[src/rtl/mem_arbiter.sv]
// Two-port (fetch / data) arbiter in front of a single memory controller.
// Optional round-robin arbitration is enabled by defining MEM_ARB_RR_EN.
module mem_arbiter #(
  parameter int READ_WAIT  = 2,
  parameter int WR_TIMEOUT = 255
) (
  input  logic        clk50M,
  input  logic        rst,
  input  logic        if_req,
  input  logic [31:0] if_addr,
  output logic        if_ack,
  output logic [31:0] if_rdata,
  input  logic        d_req,
  input  logic        d_we,
  input  logic [31:0] d_addr,
  input  logic [31:0] d_wdata,
  output logic        d_ack,
  output logic [31:0] d_rdata,
  output logic        mem_is_write,
  output logic        mem_opt_is_lw,
  output logic [31:0] mem_addr,
  output logic [31:0] mem_data_in,
  input  logic [31:0] mem_data_out,
  input  logic        mem_busy,
  output logic        err_timeout
);

  typedef enum logic [1:0] {IDLE, RD, WR_PULSE, WR_WAIT} state_t;

  localparam logic [7:0] RD_LAST = 8'(READ_WAIT);
  // WR_WAIT cycles are counted from zero, so the last allowed cycle is one below the limit
  localparam logic [7:0] WR_LAST = 8'(WR_TIMEOUT - 1);

  state_t     state, state_n;
  logic [7:0] cnt;
  logic       win_d;
  logic       start, pick_d, rd_done, wr_done, wr_to;

`ifdef MEM_ARB_RR_EN
  logic last_was_d;
`endif

  always_ff @(posedge clk50M or posedge rst) begin
    if (rst) state <= IDLE;
    else     state <= state_n;
  end

  always_comb begin
    state_n       = state;
    start         = 1'b0;
    pick_d        = 1'b0;
    rd_done       = 1'b0;
    wr_done       = 1'b0;
    wr_to         = 1'b0;
    mem_is_write  = 1'b0;
    mem_opt_is_lw = 1'b0;
    case (state)
      IDLE: begin
`ifdef MEM_ARB_RR_EN
        pick_d = d_req && (!if_req || !last_was_d);
`else
        pick_d = d_req;
`endif
        if (if_req || d_req) begin
          start   = 1'b1;
          state_n = (pick_d && d_we) ? WR_PULSE : RD;
        end
      end
      RD: begin
        mem_opt_is_lw = 1'b1;
        if (cnt == RD_LAST && !mem_busy) begin
          rd_done = 1'b1;
          state_n = IDLE;
        end
      end
      WR_PULSE: begin
        mem_is_write = 1'b1;
        state_n      = WR_WAIT;
      end
      WR_WAIT: begin
        if (!mem_busy) begin
          wr_done = 1'b1;
          state_n = IDLE;
        end else if (cnt == WR_LAST) begin
          wr_done = 1'b1;
          wr_to   = 1'b1;
          state_n = IDLE;
        end
      end
    endcase
  end

  always_ff @(posedge clk50M or posedge rst) begin
    if (rst) begin
      mem_addr    <= '0;
      mem_data_in <= '0;
      win_d       <= 1'b0;
      cnt         <= '0;
      if_ack      <= 1'b0;
      d_ack       <= 1'b0;
      if_rdata    <= '0;
      d_rdata     <= '0;
      err_timeout <= 1'b0;
    end else begin
      if_ack <= 1'b0;
      d_ack  <= 1'b0;
      case (state)
        IDLE: begin
          if (start) begin
            mem_addr    <= pick_d ? d_addr : if_addr;
            mem_data_in <= pick_d ? d_wdata : '0;
            win_d       <= pick_d;
            cnt         <= '0;
          end
        end
        RD: begin
          if (rd_done) begin
            if (win_d) begin
              d_rdata <= mem_data_out;
              d_ack   <= 1'b1;
            end else begin
              if_rdata <= mem_data_out;
              if_ack   <= 1'b1;
            end
          end else if (cnt != RD_LAST) begin
            // counter parks at READ_WAIT while the controller stays busy
            cnt <= cnt + 8'd1;
          end
        end
        WR_PULSE: ;
        WR_WAIT: begin
          if (wr_done) begin
            d_ack <= 1'b1;
            if (wr_to) err_timeout <= 1'b1;
          end else begin
            cnt <= cnt + 8'd1;
          end
        end
      endcase
    end
  end

`ifdef MEM_ARB_RR_EN
  // reset value "data granted last" gives the fetch port first priority
  always_ff @(posedge clk50M or posedge rst) begin
    if (rst)        last_was_d <= 1'b1;
    else if (start) last_was_d <= pick_d;
  end
`endif

  a_ack_excl: assert property (@(posedge clk50M) disable iff (rst) !(if_ack && d_ack));
  a_wr_pulse: assert property (@(posedge clk50M) disable iff (rst) mem_is_write |=> !mem_is_write);

endmodule

[config.mk]
export PLATFORM = sky130hd
export DESIGN_NAME = mem_arbiter
export DESIGN_NICKNAME = d
export VERILOG_FILES = /design/src/rtl/mem_arbiter.sv
export SDC_FILE = /design/constraint.sdc
export NUM_CORES = 1
export LEC_CHECK = 0
export ABC_AREA = 1
export CAP_MARGIN = 20
export CORE_MARGIN = 2
export CORE_UTILIZATION = 46
export DETAILED_ROUTE_END_ITERATION = 10
export PLACE_DENSITY = 0.95
export SYNTH_ARGS = -nofsm -noshare
export SYNTH_HDL_FRONTEND = slang
export SYNTH_SLANG_ARGS = --single-unit
[constraint.sdc]
create_clock -name clk50M -period 8.3 [get_ports clk50M]
set_clock_uncertainty 0.2 [all_clocks]
set_input_delay 1.66 -clock clk50M [delete_from_list [all_inputs] [get_ports clk50M]]
set_output_delay 1.66 -clock clk50M [all_outputs]
set_load 0.01 [all_outputs]
==> impl_metrics.yaml <==
clocking:
  clock-root-buffer: "clkbuf_16"
  cts_tree: "built"
  cts_sinks: 142
  cts_htree_levels: 4
  clk_pin_slew_ns: 0.06
  hold_buffers: 0
  cts_buffers: 17
  clock_latency_ns: 0.42
  postCtsSetupRepairBufs: 0
  post_cts_resized: 0
  cts_buffer_depth: 2
detailed_routing:
  drt_iter0_drc: 497
  drc: 0
  antenna_left: 0
  vias: 6014
  wl_mm: 18.8
  drt-pass1-iter-count: 6
  wl_per_cell_um: 16.3
  vias_per_cell: 5.20
min_path:
  hold_path_class: "flop to flop"
  hold_end: "if_rdata[27]$_DFFE_PP0P_"
  min_from: "if_rdata[27]$_DFFE_PP0P_"
  min_path_cells: 2
setup_path:
  cp_max_fo: 66
  required_ns: 8.39
  slowest_stage: "nand2_1"
  cp_cell_sequence: "clkdlybuf4s50_1 > nor2_4 > buf_4 > nand2_1 > buf_16 > nand2_1 > nand2_1"
  critical_path.most_common_cell: "nand2_1"
  crit_path_end_kind: "flop"
  r2r_setup_slack_ns: 5.19
  r2r-start: "cnt[0]$_DFFE_PP0P_"
  setup.worst_path.start_class: "primary input"
  max_stage_delay_ns: 0.60
  r2r_end: "if_rdata[22]$_DFFE_PP0P_"
  r2r_cells: 11
  crit_type: "primary input to flop"
  crit_arrival_ns: 3.95
floorplan:
  start_util_pct: 46.8
  die_y_um: 120
  rows: 42
  core_mm2: 0.0132
  io_pins: 267
  die_x_um: 120
  dieArea_mm2: 0.0144
final_layout:
  nets: 1103
  syn2layout_area_growth_pct: 55.2
  drive_gt1_share_pct: 4.90
  n_fill_cell: 907
  diodes: 0
placement:
  gp_congestion: 0.869
  dp_hpwl_mm: 13.0
  port_buffers: 266
sta:
  min_period_ns: 3.86
  slew_headroom_pct: 33.5
  max_slew.worst_pin.slew_ns: 0.992
  hold_viol: 0
  slew_viol_final: 0
  post-route-period-util_pct: 46.5
  fmax_mhz: 259
  setup_violations: 0
  setup_tns_ns: 0
  rsz0062_at_grt: "false"
synthesis:
  synthTopCellsByArea: "dfrtp_1 (58%), nand2_1 (11%), nand3_1 (8.7%)"
  synth_area_leader_cell: "dfrtp_1"
  synthCells: 722
  yosysWarnings: 0
  synth_top_area_share_pct: 57.5
  syn_area_mm2: 0.00617
  synth_cell_type_count: 25
  ys_seq_elements: 142
  syn-num-nets: 858
  synth_area_per_cell_um2: 8.55
  seq_area_frac_synth_pct: 57.5
flow_run:
  drv_cap: 0
global_route:
  grt_pass1_wl_mm: 30.0
  grt_pass1_vias: 5996
  antenna_found_initial: 0
  grt_overflow: 0
  grt_start_max_net_pins: 94
  grt_use_total_pct: 26.8
status:
  status: "complete, no violations"
power_and_ir_drop:
  fin_total_pwr_mw: 3.32
  p_leak_nw: 4.41
  power_density_mw_per_mm2: 346
  max-vdd-ir-drop_mv: 0.164
-- power breakdown --
| part | total [mW] | leakage, nW | internal (mW) | switching (mW) |
|---|---|---|---|---|
| combinational | 1.35 | 2.30 | 0.692 | 0.654 |
| clock | 0.816 | 0.300 | 0.513 | 0.304 |
| sequential | 1.16 | 1.81 | 0.978 | 0.178 |
| total | 3.32 | 4.41 | 2.18 | 1.14 |
-- through the flow --
step	hold WS, ns	worst slack (ns)	std cells	instance area [µm²]	util, %
2_1_floorplan	0.286	2.63	722	6170	-
3_3_place_gp	0.253	3.97	1122	8900	67.5
3_5_place_dp	0.258	4.06	1124	8950	67.9
4_1_cts	0.272	4.47	1156	9590	72.7
5_1_grt	0.288	4.31	1156	9590	72.7
6_report	0.272	4.44	1156	9590	72.7
-- final cells by class --
class / instances / area [µm²] / area share (%)
Multi-Input combinational cell: 451 / 2110 / 22.1
Inverter: 81 / 309 / 3.22
Clock buffer: 19 / 443 / 4.62
Timing Repair Buffer: 274 / 2760 / 28.8
Tap cell: 176 / 220 / 2.30
Clock inverter: 13 / 188 / 1.96
Sequential cell: 142 / 3550 / 37.1
-- cells in the mapped netlist --
library cell	count
nand2_2	1
nand3_1	107
nor3_2	1
buf_1	3
clkinv_1	1
inv_1	79
nand2_1	179
ha_1	2
clkbuf_1	26
nand3b_1	1
a21oi_1	36
o21bai_1	1
nand4_1	1
inv_2	1
o22ai_1	32
nor2_1	18
buf_4	7
nand3_2	1
dfrtp_1	142
buf_2	12
o211ai_1	1
nor2_2	1
nor3b_1	1
o21ai_0	67
nor2_4	1
-- worst max-delay path, delay by kind of cell --
family / cells / cell delay [ns]
simple gates: 4 / 0.91
buf+inv: 3 / 1.37
-- state kept, by name, summed over array words and instances, names as in the netlist --
name         count
if_ack           1
err_timeout      1
if_rdata        32
win_d            1
d_ack            1
d_rdata         32
state            2
mem_data_in     32
mem_addr        32
cnt              8
-- per-layer routing --
metal | share of wire [%] | vias to the layer above | track usage (%)
met3 | 7.7 | 60 | 7.70
met2 | 51 | 289 | 45.6
met5 | 0 | - | 0
li1 | - | 2844 | -
met4 | 3.8 | 0 | 13.4
met1 | 38 | 2821 | 30.8
-- worst max path at each step --
| stage | depth (start not counted) | endpoint | slack (ns) | start |
|---|---|---|---|---|
| detailed placement | 7 | if_rdata[23]$_DFFE_PP0P_ | 4.06 | mem_busy |
| global placement | 6 | d_rdata[8]$_DFFE_PP0P_ | 3.97 | mem_busy |
| finish | 7 | if_rdata[22]$_DFFE_PP0P_ | 4.44 | mem_busy |
| global route | 7 | if_rdata[22]$_DFFE_PP0P_ | 4.31 | mem_busy |
| floorplan | 1 | cnt[0]$_DFFE_PP0P_ | 2.63 | rst |
| CTS | 7 | if_rdata[22]$_DFFE_PP0P_ | 4.47 | mem_busy |
-- logic make-up after synthesis --
kind of cell | Yosys count | synth area share, %
AO/OA/AOI/OAI | 137 | 11.8
adder cells (fa/ha/maj) | 2 | 0.405
buffers and inverters | 129 | 8.51
flip-flops | 142 | 57.5
AND/OR/NAND/NOR | 312 | 21.7
-- placed cells by master, fill, tap and decap left out, types with 17 or more instances in the layout --
cell type        synthesis  layout
a21oi_1                 36      36
clkbuf_16                0      17
clkdlybuf4s50_1          0     265
dfrtp_1                142     142
inv_1                   79      78
nand2_1                179     179
nand3_1                107     107
nor2_1                  18      17
o21ai_0                 67      67
o22ai_1                 32      32
Power figures use the tool's default switching activity.
